## config.mk

```make
export PLATFORM = sky130hd
export DESIGN_NAME = oumux_sched
export DESIGN_NICKNAME = d
export VERILOG_FILES = /design/src/rtl/oumux_pkg.sv /design/src/rtl/oumux_rr_arb.sv /design/src/rtl/oumux_sched.sv
export SDC_FILE = /design/constraint.sdc
export NUM_CORES = 1
export LEC_CHECK = 0
export ABC_AREA = 1
export ABC_CLOCK_PERIOD_IN_PS = 4000
export BUFFER_PORTS_ARGS = -buffer_cell sky130_fd_sc_hd__clkbuf_2
export CORE_ASPECT_RATIO = 0.5
export CORE_MARGIN = 2
export CORE_UTILIZATION = 42
export DETAILED_ROUTE_END_ITERATION = 8
export HOLD_SLACK_MARGIN = 0.03
export MAX_ROUTING_LAYER = met4
export PLACE_DENSITY = 0.88
export SLEW_MARGIN = 10
export SYNTH_ARGS = -nofsm -noshare
export SYNTH_HDL_FRONTEND = slang
export SYNTH_HIERARCHICAL = 1
export SYNTH_SLANG_ARGS = --single-unit
```

## constraint.sdc

```tcl
create_clock -name clk -period 4 [get_ports clk]
set_clock_uncertainty 0.05 [all_clocks]
set_input_delay 0.4 -clock clk [delete_from_list [all_inputs] [get_ports clk]]
set_output_delay 0.4 -clock clk [all_outputs]
set_load 0.005 [all_outputs]
```

## src/rtl/oumux_pkg.sv

```systemverilog
// Shared types and defaults for the output-mux scheduler.
// Holds the scheduler state enum, a constant-friendly clog2 and the
// default sizing used by oumux_sched and oumux_rr_arb.
package oumux_pkg;

  typedef enum logic [1:0] {
    IDLE = 2'd0,
    ARB  = 2'd1,
    XFER = 2'd2,
    GAP  = 2'd3
  } state_t;

  function automatic int clog2(input int n);
    int r;
    r = 0;
    for (int i = 0; i < 31; i++) begin
      if ((1 << i) < n) begin
        r = i + 1;
      end
    end
    return r;
  endfunction

  localparam int DEF_NK    = 4;
  localparam int DEF_SELW  = clog2(DEF_NK);
  localparam int DEF_BURST = 8;

endpackage

```

## src/rtl/oumux_rr_arb.sv

```systemverilog
// Combinational round-robin pick for the output-mux scheduler.
// Searches req starting one past ptr and wrapping, so the kernel granted
// last time has the lowest priority on the next pick.
module oumux_rr_arb
  import oumux_pkg::*;
#(
  parameter int NK   = DEF_NK,
  parameter int SELW = DEF_SELW
) (
  input  logic [NK-1:0]   req,
  input  logic [SELW-1:0] ptr,
  output logic [SELW-1:0] gnt_idx,
  output logic            gnt_any
);

  // First requester at or after ptr+1 (mod NK) wins
  always_comb begin
    logic [SELW-1:0] idx;
    gnt_idx = '0;
    gnt_any = 1'b0;
    idx     = '0;
    for (int i = 0; i < NK; i++) begin
      idx = SELW'((int'(ptr) + 1 + i) % NK);
      if (!gnt_any && req[idx]) begin
        gnt_any = 1'b1;
        gnt_idx = idx;
      end
    end
  end

endmodule

```

## src/rtl/oumux_sched.sv

```systemverilog
// Output-mux scheduler: shares one upstream beat stream among NK kernels.
// Kernels are granted round-robin for bursts of up to BURST beats; the
// select only moves on the ARB->XFER edge and a GAP cycle follows every
// burst so sel never changes while a beat is in flight.
// Optional stall watchdog: define OUMUX_SCHED_WATCHDOG_EN to abort a burst
// after TIMEOUT beat-less cycles and pulse to_flag.
module oumux_sched
  import oumux_pkg::*;
#(
  parameter int NK      = DEF_NK,
  parameter int SLICES  = 4,
  parameter int DW      = 16,
  parameter int SELW    = DEF_SELW,
`ifdef OUMUX_SCHED_WATCHDOG_EN
  parameter int TIMEOUT = 64,
`endif
  parameter int BURST   = DEF_BURST
) (
  input  logic                 clk,
  input  logic                 reset,
  input  logic [SLICES*DW-1:0] t_dat,
  input  logic                 t_valid,
  output logic                 t_ready,
  input  logic [NK-1:0]        k_req,
  input  logic [NK-1:0]        k_rdy,
  output logic [SLICES*DW-1:0] i_dat,
  output logic [NK-1:0]        i_valid,
  output logic [SELW-1:0]      sel,
  output logic                 busy,
  output logic                 to_flag
);

  state_t          state;
  logic [SELW-1:0] ptr;
  logic [7:0]      count;
  logic [SELW-1:0] gnt_idx;
  logic            gnt_any;
  logic            beat;
  logic            wd_fire;

  oumux_rr_arb #(
    .NK   (NK),
    .SELW (SELW)
  ) u_arb (
    .req     (k_req),
    .ptr     (ptr),
    .gnt_idx (gnt_idx),
    .gnt_any (gnt_any)
  );

  // Reset gates t_ready so a beat caught by a mid-burst reset is never acknowledged
  assign t_ready = (state == XFER) && k_rdy[sel] && !reset;
  assign beat    = t_valid && t_ready;
  assign busy    = (state != IDLE);
  assign i_dat   = t_dat;

  // Beat strobe only ever reaches the granted kernel
  always_comb begin
    i_valid      = '0;
    i_valid[sel] = beat;
  end

`ifdef OUMUX_SCHED_WATCHDOG_EN
  localparam int WDW = clog2(TIMEOUT) + 1;
  logic [WDW-1:0] stall_cnt;

  assign wd_fire = (state == XFER) && !beat && (stall_cnt == WDW'(TIMEOUT - 1));

  // Count consecutive beat-less XFER cycles and flag the abort for one cycle
  always_ff @(posedge clk) begin
    if (reset) begin
      stall_cnt <= '0;
      to_flag   <= 1'b0;
    end else begin
      to_flag <= wd_fire;
      if ((state != XFER) || beat) begin
        stall_cnt <= '0;
      end else if (!wd_fire) begin
        stall_cnt <= stall_cnt + 1'b1;
      end
    end
  end
`else
  assign wd_fire = 1'b0;
  assign to_flag = 1'b0;
`endif

  // Scheduler FSM: arbitration, burst counting and the turnaround gap
  always_ff @(posedge clk) begin
    if (reset) begin
      state <= IDLE;
      sel   <= '0;
      ptr   <= SELW'(NK - 1);
      count <= '0;
    end else begin
      case (state)
        IDLE: begin
          if (|k_req) begin
            state <= ARB;
          end
        end
        ARB: begin
          if (gnt_any) begin
            sel   <= gnt_idx;
            ptr   <= gnt_idx;
            count <= '0;
            state <= XFER;
          end else begin
            state <= IDLE;
          end
        end
        XFER: begin
          if (beat && (count != 8'(BURST - 1))) begin
            count <= count + 8'd1;
          end
          if ((beat && (count == 8'(BURST - 1))) || !k_req[sel] || wd_fire) begin
            state <= GAP;
          end
        end
        GAP: begin
          state <= IDLE;
        end
        default: begin
          state <= IDLE;
        end
      endcase
    end
  end

endmodule

```

==> flow_summary.yaml <==
status:
  status: "complete, no violations"
clock_network:
  cts.sinks: 14
  hold_buffers: 0
  cts_buffers: 3
  clockBufferDepth: 2
  postCtsSetupRepairBufs: 0
  cts_tree: "done"
  cts_htree_levels: 1
  postCtsResizedCells: 0
  clk_pin_slew_ps: 60
  cts_root_buf: "clkbuf_8"
  clk_latency_ps: 250
synth:
  synthAdderAreaFrac_pct: 0.7380
  synthArstFlopShare_pct: 0
  syn_inst: 260
  syn_nets: 336
  synth_top_cell_by_area: "buf_4"
  synthDistinctLibCells: 31
  synth_flop_cell: "dfxtp_1"
  synth_compound_area_share_pct: 4.723
  synth_edf_count: 0
  synth.area.mux_share_pct: 0
  synthTopCellsByArea: "buf_4 (29%), dfxtp_1 (17%), nand2_1 (14%), nand3_1 (5.3%), nor2_1 (4.2%)"
  synth-simple-area-share_pct: 39.26
  synth_seq_cells: 14
  ys_seq_area_share_pct: 16.53
  yosysWarnings: 6
  synth-xor-area-share_pct: 1.550
  synthTopCellsByCount: "buf_4 (65), nand2_1 (64), nor2_1 (19)"
  synth.most_common_cell: "buf_4"
  syn_area_um2: 1695
  synth_top_family_by_area: "simple AND/OR/NAND/NOR gates"
  synth_area_per_cell_um2: 6.521
  synth_top_area_share_pct: 28.78
worst_setup_path:
  max_stage_delay_ps: 570
  path_class: "flip-flop to primary output"
  path_cells: "nand2_1 -> nand2_1 -> nand2_1 -> nand2_2 -> nand2_1 -> nor2_2 -> nand2_2 -> nor3_1 -> clkbuf_2"
  crit_arrival_ps: 1720
  crit_fanout: 9
  worst-path-buf-inv: 1
  cp-end-kind: "primary output"
  critical_path.top_delay_family: "simple AND/OR/NAND/NOR gates"
  cp_data_required_time_ps: 3550
  cp_slowest_cell: "dfxtp_1"
  cp_common_cell: "nand2_1"
  critPathLaunchType: "flip-flop"
global_route:
  grt_overflow: 0
  grt_pass1_vias: 1201
  grt_usage_pct: 15.40
  antenna_found_initial: 0
  grt_pass1_wl_um: 5513
  grt_max_degree: 16
place:
  portBuffers: 18
  gp_congestion: 0.8254
  post-dp-hpwl_um: 3091
route:
  wl_per_cell_um: 14.13
  ant_nets: 0
  drtPass1Iterations: 4
  drtIter0Drc: 52
  vias: 1330
  wirelength_um: 3745
  drt_drc_violations_left: 0
  via_per_inst: 5.019
floorplanning:
  core_um2: 3884
  die-area_um2: 4592
  die_y_um: 48.93
  die_w_um: 93.85
  initial_core_util_pct: 43.65
  io_pins: 148
  row_count: 16
sta:
  tns_ps: 0
  rsz0062_at_grt: "no"
  max_freq_mhz: 461.7
  period_share_pct: 54.15
  hold_viol: 0
  min_period_ps: 2166
  setup_viol: 0
  drv_slew: 0
power:
  power_leakage_nw: 0.6503
  cellPowerDensity_nw_per_um2: 468.0
  ir_drop_mv: 0.1376
layout:
  fillers: 414
  finalNetCount: 289
  n_antenna_cell: 0
  fin_util_pct: 35.08
  area_delta_synth_final_pct: -19.63
  drive_above_1_share_pct: 21.80
run:
  max_cap_viol_count: 0
min_path:
  min_path_type: "input pin to flip-flop"
## cells in the final DEF, fill, tap and decap left out, types with 3 or more instances in the layout
cell type  netlist  routed
nor3_1           5       5
nand3b_1         4       4
nand4_1          5       5
nor2_1          19      19
inv_1           17      17
nand2_4          4       4
dfxtp_1         14      14
xor2_1           3       3
nand3_1         18      18
inv_2            6       6
nand2_2          8       8
nand2_1         64      64
a21oi_1         10      10
clkbuf_8         0       3
clkbuf_2         0      18
## power by group
group	internal, mW	switching [mW]
Sequential	0.160	0.0365
Clock	0.0668	0.0515
Combinational	0.115	0.208
## per-stage QoR
| step | area [um^2] | total power [mW] | hold WS [ps] | cells | worst slack [ps] |
|---|---|---|---|---|---|
| after floorplan | 1695 | 0.5167 | 440.4 | 260 | 2252 |
| after global placement | 1321 | 0.5055 | 454.8 | 262 | 2138 |
| after detailed placement | 1321 | 0.5208 | 476.9 | 262 | 2040 |
| after CTS | 1363 | 0.6389 | 446.2 | 265 | 1824 |
| after global routing | 1363 | 0.6890 | 476.8 | 265 | 1638 |
| final | 1363 | 0.6376 | 444.8 | 265 | 1834 |
## tightest hold or removal path: stages
cell	delay, ps
clkbuf_2	120
o41ai_1	70
a21oi_1	120
## worst paths after layout
kind | from | end | slack [ps] | depth (start not counted)
hold reg to reg | count[2] | count[2] | 490 | 2
setup / recovery | sel[0] | i_valid[3] | 1830 | 9
hold / removal | k_req[2] | state[0] | 440 | 3
setup reg to reg | ptr[0] | count[0] | 1990 | 10
## cell type report
cell class | instances | area, um^2 | area share (%)
Clock buffer | 3 | 41.29 | 3.030
Inverter | 24 | 95.09 | 6.979
Multi-Input combinational cell | 152 | 788.3 | 57.85
Sequential cell | 14 | 280.3 | 20.57
Tap cell | 54 | 67.56 | 4.959
Timing Repair Buffer | 18 | 90.09 | 6.612
## metal layers
metal / vias up / GRT usage (%) / share of wire [%]
met5: - / - / 0
met4: 0 / 5.556 / 2.1
met3: 15 / 7.110 / 14
met2: 67 / 30.71 / 53
met1: 591 / 12.16 / 31
li1: 657 / - / -
## sequential cells by signal, indices dropped and copies added, names as in the netlist, named ones only
register  flops
count         8
ptr           2
sel           2
state         1
## cell families (layout without fill, tap and decap cells)
kind of cell               Yosys count  after routing
adders and majority gates            1              1
and+or+nand+nor                    133            133
AOI/OAI and AO/OA                   14             14
buffers and inverters               94             45
xor gates and xnor gates             3              3
other                                1              1
DFF                                 14             14
No activity file was read; power rests on OpenSTA's default activity.
